File: src/rtl/mini_cpu_pkg.sv
// Shared opcode, state and default-parameter definitions for the mini CPU core.
package mini_cpu_pkg;

  localparam int unsigned DefDataW = 16;
  localparam int unsigned DefAddrW = 4;
  localparam int unsigned DefImmW  = 7;

  typedef enum logic [2:0] {
    OpLoad    = 3'd0,
    OpAdd     = 3'd1,
    OpAddi    = 3'd2,
    OpSub     = 3'd3,
    OpSubi    = 3'd4,
    OpMul     = 3'd5,
    OpClear   = 3'd6,
    OpDisplay = 3'd7
  } opcode_e;

  typedef enum logic [2:0] {
    StIdle    = 3'd0,
    StRdA     = 3'd1,
    StRdB     = 3'd2,
    StExec    = 3'd3,
    StWrite   = 3'd4,
    StClear   = 3'd5,
    StDispRd  = 3'd6,
    StDispReq = 3'd7
  } state_e;

  // Register-register ops fetch two operands; all other ALU ops use the immediate.
  function automatic logic op_uses_rs2(opcode_e op);
    return (op == OpAdd) || (op == OpSub);
  endfunction

endpackage

File: src/rtl/cpu_regfile.sv
// Register file: synchronous read (data one cycle after address), one write port, no reset.
module cpu_regfile
  import mini_cpu_pkg::*;
#(
  parameter int unsigned DATA_W = DefDataW,
  parameter int unsigned ADDR_W = DefAddrW
) (
  input  logic              clk_i,
  input  logic              we_i,
  input  logic [ADDR_W-1:0] waddr_i,
  input  logic [DATA_W-1:0] wdata_i,
  input  logic [ADDR_W-1:0] raddr_i,
  output logic [DATA_W-1:0] rdata_o
);

  logic [DATA_W-1:0] mem_q [2**ADDR_W];
  logic [DATA_W-1:0] rdata_q;

  // Non-blocking read of mem_q returns the pre-write value on a same-address collision.
  always_ff @(posedge clk_i) begin
    if (we_i) begin
      mem_q[waddr_i] <= wdata_i;
    end
    rdata_q <= mem_q[raddr_i];
  end

  assign rdata_o = rdata_q;

endmodule

File: src/rtl/mini_cpu_core.sv
// Multi-cycle mini CPU: instruction handshake, ALU, clear sweep and display handshake.
module mini_cpu_core
  import mini_cpu_pkg::*;
#(
  parameter int unsigned DATA_W = DefDataW,
  parameter int unsigned ADDR_W = DefAddrW,
  parameter int unsigned IMM_W  = DefImmW
) (
  input  logic              clk,
  input  logic              reset,
  input  logic              en,
  input  logic              instr_valid,
  output logic              instr_ready,
  input  logic [2:0]        opcode,
  input  logic [ADDR_W-1:0] rd,
  input  logic [ADDR_W-1:0] rs1,
  input  logic [ADDR_W-1:0] rs2,
  input  logic [IMM_W-1:0]  imm,
  output logic              disp_req,
  input  logic              disp_ack,
  output logic [2:0]        disp_opcode,
  output logic [ADDR_W-1:0] disp_addr,
  output logic [DATA_W-1:0] disp_data,
  output logic [DATA_W-1:0] result,
  output logic              flag_ovf,
  output logic              flag_zero,
  output logic              busy
);

  localparam int unsigned Msb = DATA_W - 1;

  state_e              state_q;
  opcode_e             op_q;
  logic [ADDR_W-1:0]   rd_q, rs1_q, rs2_q, clr_cnt_q;
  logic [IMM_W-1:0]    imm_q;
  logic [DATA_W-1:0]   a_q, result_q, disp_data_q;
  logic                ovf_q, zero_q, clr_disp_q, disp_req_q;
  logic [ADDR_W-1:0]   disp_addr_q;
  logic [2:0]          disp_op_q;

  logic [DATA_W-1:0]   imm_ext, op_a, op_b, alu_res;
  logic                alu_ovf;
  logic [2*DATA_W-1:0] prod;

  logic                rf_we;
  logic [ADDR_W-1:0]   rf_waddr, rf_raddr;
  logic [DATA_W-1:0]   rf_wdata, rf_rdata;

  assign imm_ext = DATA_W'(imm_q);

  // Two-operand ops hold rs1 in a_q while rs2 arrives; immediate ops use rs1 straight from the RF.
  always_comb begin
    op_a    = op_uses_rs2(op_q) ? a_q : rf_rdata;
    op_b    = op_uses_rs2(op_q) ? rf_rdata : imm_ext;
    prod    = '0;
    alu_res = imm_ext;
    alu_ovf = 1'b0;
    case (op_q)
      OpAdd, OpAddi: begin
        alu_res = op_a + op_b;
        alu_ovf = (op_a[Msb] == op_b[Msb]) && (alu_res[Msb] != op_a[Msb]);
      end
      OpSub, OpSubi: begin
        alu_res = op_a - op_b;
        alu_ovf = (op_a[Msb] != op_b[Msb]) && (alu_res[Msb] != op_a[Msb]);
      end
      OpMul: begin
        prod    = {{DATA_W{1'b0}}, op_a} * {{DATA_W{1'b0}}, op_b};
        alu_res = prod[DATA_W-1:0];
        alu_ovf = |prod[2*DATA_W-1:DATA_W];
      end
      default: begin
        alu_res = imm_ext;
        alu_ovf = 1'b0;
      end
    endcase
  end

  always_comb begin
    unique case (state_q)
      StRdA:   rf_raddr = rs1_q;
      StRdB:   rf_raddr = rs2_q;
      default: rf_raddr = rd_q;
    endcase
  end

  // en=0 in WRITE is an abort, so the pending write is dropped.
  assign rf_we    = !reset && ((state_q == StClear) || ((state_q == StWrite) && en));
  assign rf_waddr = (state_q == StClear) ? clr_cnt_q : rd_q;
  assign rf_wdata = (state_q == StClear) ? '0 : ((op_q == OpLoad) ? imm_ext : result_q);

  cpu_regfile #(
    .DATA_W (DATA_W),
    .ADDR_W (ADDR_W)
  ) u_regfile (
    .clk_i   (clk),
    .we_i    (rf_we),
    .waddr_i (rf_waddr),
    .wdata_i (rf_wdata),
    .raddr_i (rf_raddr),
    .rdata_o (rf_rdata)
  );

  always_ff @(posedge clk) begin
    if (reset) begin
      state_q     <= StClear;
      clr_cnt_q   <= '0;
      clr_disp_q  <= 1'b0;
      op_q        <= OpLoad;
      rd_q        <= '0;
      rs1_q       <= '0;
      rs2_q       <= '0;
      imm_q       <= '0;
      a_q         <= '0;
      result_q    <= '0;
      ovf_q       <= 1'b0;
      zero_q      <= 1'b0;
      disp_req_q  <= 1'b0;
      disp_addr_q <= '0;
      disp_data_q <= '0;
      disp_op_q   <= '0;
    end else if (!en && (state_q != StIdle) && (state_q != StClear)) begin
      state_q    <= StClear;
      clr_cnt_q  <= '0;
      clr_disp_q <= 1'b0;
      disp_req_q <= 1'b0;
    end else begin
      unique case (state_q)
        StIdle: begin
          if (instr_valid && en) begin
            op_q  <= opcode_e'(opcode);
            rd_q  <= rd;
            rs1_q <= rs1;
            rs2_q <= rs2;
            imm_q <= imm;
            unique case (opcode_e'(opcode))
              OpLoad:                             state_q <= StWrite;
              OpAdd, OpSub, OpAddi, OpSubi, OpMul: state_q <= StRdA;
              OpClear: begin
                state_q    <= StClear;
                clr_cnt_q  <= '0;
                clr_disp_q <= 1'b1;
              end
              OpDisplay:                          state_q <= StDispRd;
            endcase
          end
        end
        StRdA:   state_q <= op_uses_rs2(op_q) ? StRdB : StExec;
        StRdB: begin
          a_q     <= rf_rdata;
          state_q <= StExec;
        end
        StExec: begin
          result_q <= alu_res;
          ovf_q    <= alu_ovf;
          zero_q   <= (alu_res == '0);
          state_q  <= StWrite;
        end
        StWrite: begin
          if (op_q == OpLoad) begin
            result_q <= imm_ext;
            ovf_q    <= 1'b0;
            zero_q   <= (imm_ext == '0);
          end
          state_q <= StDispRd;
        end
        StClear: begin
          clr_cnt_q <= clr_cnt_q + 1'b1;
          if (clr_cnt_q == '1) begin
            state_q <= clr_disp_q ? StDispRd : StIdle;
          end
        end
        StDispRd: state_q <= StDispReq;
        // First DISP_REQ cycle captures the read data; the request then holds until ack.
        StDispReq: begin
          if (!disp_req_q) begin
            disp_req_q  <= 1'b1;
            disp_addr_q <= rd_q;
            disp_data_q <= rf_rdata;
            disp_op_q   <= op_q;
          end else if (disp_ack) begin
            disp_req_q <= 1'b0;
            state_q    <= StIdle;
          end
        end
      endcase
    end
  end

  assign instr_ready = (state_q == StIdle) && en;
  assign busy        = (state_q != StIdle);
  assign disp_req    = disp_req_q;
  assign disp_addr   = disp_addr_q;
  assign disp_data   = disp_data_q;
  assign disp_opcode = disp_op_q;
  assign result      = result_q;
  assign flag_ovf    = ovf_q;
  assign flag_zero   = zero_q;

endmodule

File: config.mk
export PLATFORM = sky130hd
export DESIGN_NAME = mini_cpu_core
export DESIGN_NICKNAME = d
export VERILOG_FILES = /design/src/rtl/mini_cpu_pkg.sv /design/src/rtl/cpu_regfile.sv /design/src/rtl/mini_cpu_core.sv
export SDC_FILE = /design/constraint.sdc
export NUM_CORES = 1
export LEC_CHECK = 0
export CORE_ASPECT_RATIO = 0.8
export CORE_UTILIZATION = 65
export CTS_BUF_LIST = sky130_fd_sc_hd__clkbuf_8
export CTS_CLUSTER_DIAMETER = 80
export DETAILED_ROUTE_END_ITERATION = 8
export GPL_TIMING_DRIVEN = 0
export PLACE_DENSITY_LB_ADDON = 0.25
export SLEW_MARGIN = 10
export SYNTH_ARGS = -nofsm -noshare
export SYNTH_HDL_FRONTEND = slang
export SYNTH_SLANG_ARGS = --single-unit
File: constraint.sdc
create_clock -name clk -period 14.49 [get_ports clk]
set_input_delay 2.898 -clock clk [delete_from_list [all_inputs] [get_ports clk]]
set_output_delay 2.898 -clock clk [all_outputs]
set_load 0.02 [all_outputs]
==> metrics.txt <==
outcome finished, final reports clean; CP Launch Type flop; Flop pwr share 48.2%; Nets 2795; Worst Setup Path Type flop to flop; crit share post-route 71.8%; Main synth FF type edfxtp_1; first-pass GRT wire length 108000 µm; critical path data required time 14.94 ns; Site Rows 63; actual slew at the worst max-slew pin 1.19 ns; final-report max-slew violation count 0; layout cell share with drive strength beyond 1 9.84%; commonest non-fill, non-tap cells in the layout nand2_1, inv_1, edfxtp_1, fa_1, a21oi_1; sequential area share after synthesis 39.4%; max incr delay on CP 0.92 ns; routed wire length per instance 24.0 µm; Num CTS Buffers 54; peak supply drop 0.101 mV; Clk Latency, worst-skew pair 0.61 ns; initial antenna violation count 3; Layout Cell Area excl Fill 0.0274 mm²; Synth Warn # 0; TritonCTS clock tree yes; core area 0.0374 mm²; hold buffers post-CTS 0; slowest CP cell nor4_1; highest clock rate 0.0962 GHz; clock share of power 32.8%; PD cells 88.4 mW/mm²; TNS Setup 0 ns; Post-Syn Nets 2656; Slew headroom 18.6%; clk buf depth 3; commonest non-fill, non-tap cell in the layout nand2_1; Die Ht 177 µm; Ant. Diodes 0; synthesized cell area 0.0248 mm²; H-tree Lvls 2; 1st-iter DRT viols 2235; MaxCap Viol Count 0; Sw Share 30.1%; post-route antenna net violation count 0; setup violators final 0; Synth cell types 83; final count of hold timing violations 0; Psw 0.730 mW; Critical Path End Type flop; Vias 18.9k; ys async rst share 0%; DRC viols 0; first-pass detailed-route iteration total 8; setup repair after global routing missed its margin false; Clock Skews 0.0183 ns; critical path peak fanout 10; largest net degree at the start of global routing 17; R2R setup slack 4.09 ns; most used cell, CP fa_1; vias per inst 6.38; Reg clk slew, reported paths 0.07 ns; Fin Hold WS 0.459 ns; chip width 220 µm; number of synthesized flops with an enable pin 256; Hold Path Class flop to flop; postcts setup bufs 0; total track usage 37.5%; Yosys reg bits 360; internal power 1.69 mW; syn_area_per_cell 10.8 µm²; Port-buffer cells 68; Sink Count 360; hpwl dp 54500 µm; gpl congestion 0.975; Placed Area 0.0264 mm²; CTS resizes 0; DIE AREA 0.0390 mm²; initial core utilization 66.4%; I/O pin total 71; logic gate share of total power 18.9%; grt ovf 0; DRT Wirelength 71100 µm; Util after Layout 73.4%; clk root buf clkbuf_8; CP Data Arrival Time 10.85 ns; Post-Synthesis Cells 2297; vias in the first global route 18.8k; LEAKAGE 10.5 nW; area grow syn2layout 10.5%; min Tclk post-route 10.40 ns
## power by group through the flow
stage,Clock [mW],Combinational [mW],Sequential [mW]
after global placement,0,0.426,1.19
final,0.796,0.459,1.17
after global routing,0.845,0.484,1.17
after floorplan,0,0.293,1.17
after CTS,0.802,0.444,1.17
after detailed placement,0,0.441,1.19
## logic make-up (layout without fill, tap and decap cells)
kind of cell | count (synthesis) | after routing | synth area share (%)
simple gates | 695 | 695 | 12.8
mux | 115 | 115 | 7.96
xor+xnor | 29 | 29 | 1.02
fa+ha+maj | 332 | 332 | 22.7
flops | 360 | 360 | 39.4
compound gates | 377 | 377 | 10.0
buf+inv | 389 | 572 | 6.14
## critical path: cells and delay by family (launching register included)
family	cells	cell delay, ns
adder cells (fa/ha/maj)	8	3.66
AND/OR/NAND/NOR	5	2.12
buffers and inverters	8	1.78
AO/OA/AOI/OAI	5	1.17
multiplexers	2	1.06
flip-flops	1	0.43
## synth_stat cells (5+ instances only)
| cell | number | area (µm²) |
|---|---|---|
| nand2_1 | 328 | 1230 |
| edfxtp_1 | 256 | 7690 |
| inv_1 | 252 | 946 |
| fa_1 | 196 | 3920 |
| a21oi_1 | 146 | 731 |
| ha_1 | 136 | 1700 |
| nor2_1 | 131 | 492 |
| dfxtp_1 | 104 | 2080 |
| clkbuf_1 | 98 | 368 |
| and3_1 | 72 | 450 |
| mux4_2 | 64 | 1440 |
| o21ai_0 | 48 | 240 |
| and2_1 | 37 | 231 |
| mux2i_1 | 33 | 330 |
| nor2b_1 | 27 | 169 |
| a21o_1 | 25 | 188 |
| nor3_1 | 25 | 125 |
| a211oi_1 | 24 | 180 |
| nand3_1 | 21 | 105 |
| xnor2_1 | 19 | 166 |
| mux2_2 | 18 | 203 |
| buf_2 | 17 | 85.1 |
| nand2b_1 | 14 | 87.6 |
| a31oi_1 | 13 | 81.3 |
| xor2_1 | 10 | 87.6 |
| buf_1 | 9 | 33.8 |
| buf_4 | 9 | 67.6 |
| o21a_1 | 9 | 67.6 |
| o22a_1 | 8 | 70.1 |
| nand4_1 | 7 | 43.8 |
| nor4_1 | 7 | 43.8 |
| o221ai_1 | 7 | 61.3 |
| o22ai_1 | 7 | 43.8 |
| a221o_1 | 6 | 60.1 |
| a22oi_1 | 6 | 45.0 |
| o31ai_1 | 6 | 45.0 |
| a21boi_0 | 5 | 37.5 |
| a221oi_1 | 5 | 43.8 |
| nor3b_1 | 5 | 37.5 |
| o21bai_1 | 5 | 37.5 |
| or3_1 | 5 | 31.3 |
## worst paths after layout
kind	start	endpoint	depth (start not counted)
hold / removal	disp_opcode[2]	disp_opcode[2]	2
setup / recovery	op_q[0]	flag_ovf	28
hold reg to reg	disp_opcode[2]	disp_opcode[2]	2
setup reg to reg	op_q[0]	flag_ovf	28
## sequential cells by signal, indices dropped and copies added (netlist names)
| name | cells |
|---|---|
| u_regfile.rdata_o | 16 |
| state_q | 3 |
| rs2_q | 4 |
| disp_req | 1 |
| u_regfile.mem_q | 256 |
| result | 16 |
| imm_q | 7 |
| disp_addr | 4 |
| flag_zero | 1 |
| op_q | 3 |
| clr_disp_q | 1 |
| a_q | 16 |
| disp_data | 16 |
| disp_opcode | 3 |
| clr_cnt_q | 4 |
| rs1_q | 4 |
| rd_q | 4 |
| flag_ovf | 1 |
## routing by layer
| metal | global-route usage (%) | wire length [µm] | vias up |
|---|---|---|---|
| met1 | 53.3 | 28600 | 9438 |
| met4 | 11.3 | 1910 | 0 |
| met3 | 7.49 | 7880 | 139 |
| met5 | 0 | 0 | - |
| li1 | - | - | 8235 |
| met2 | 58.6 | 32600 | 1128 |
## through the flow
step / power, mW / cells / worst slack (ns)
4_1_cts: 2.41 / 2967 / 4.17
6_report: 2.42 / 2967 / 4.09
3_5_place_dp: 1.63 / 2867 / 4.23
3_3_place_gp: 1.61 / 2852 / 4.28
5_1_grt: 2.50 / 2967 / 3.75
2_1_floorplan: 1.46 / 2297 / 6.48
## cell type report
cell class                      count  area [µm²]
Multi-Input combinational cell   1548       13600
Fill cell                        2572        9940
Sequential cell                   360        9770
Inverter                          254         953
Timing Repair Buffer               83         887
Clock buffer                       60         826
Tap cell                          487         609
Buffer                            135         571
Clock inverter                     40         218
(Power assumes the default switching activity.)
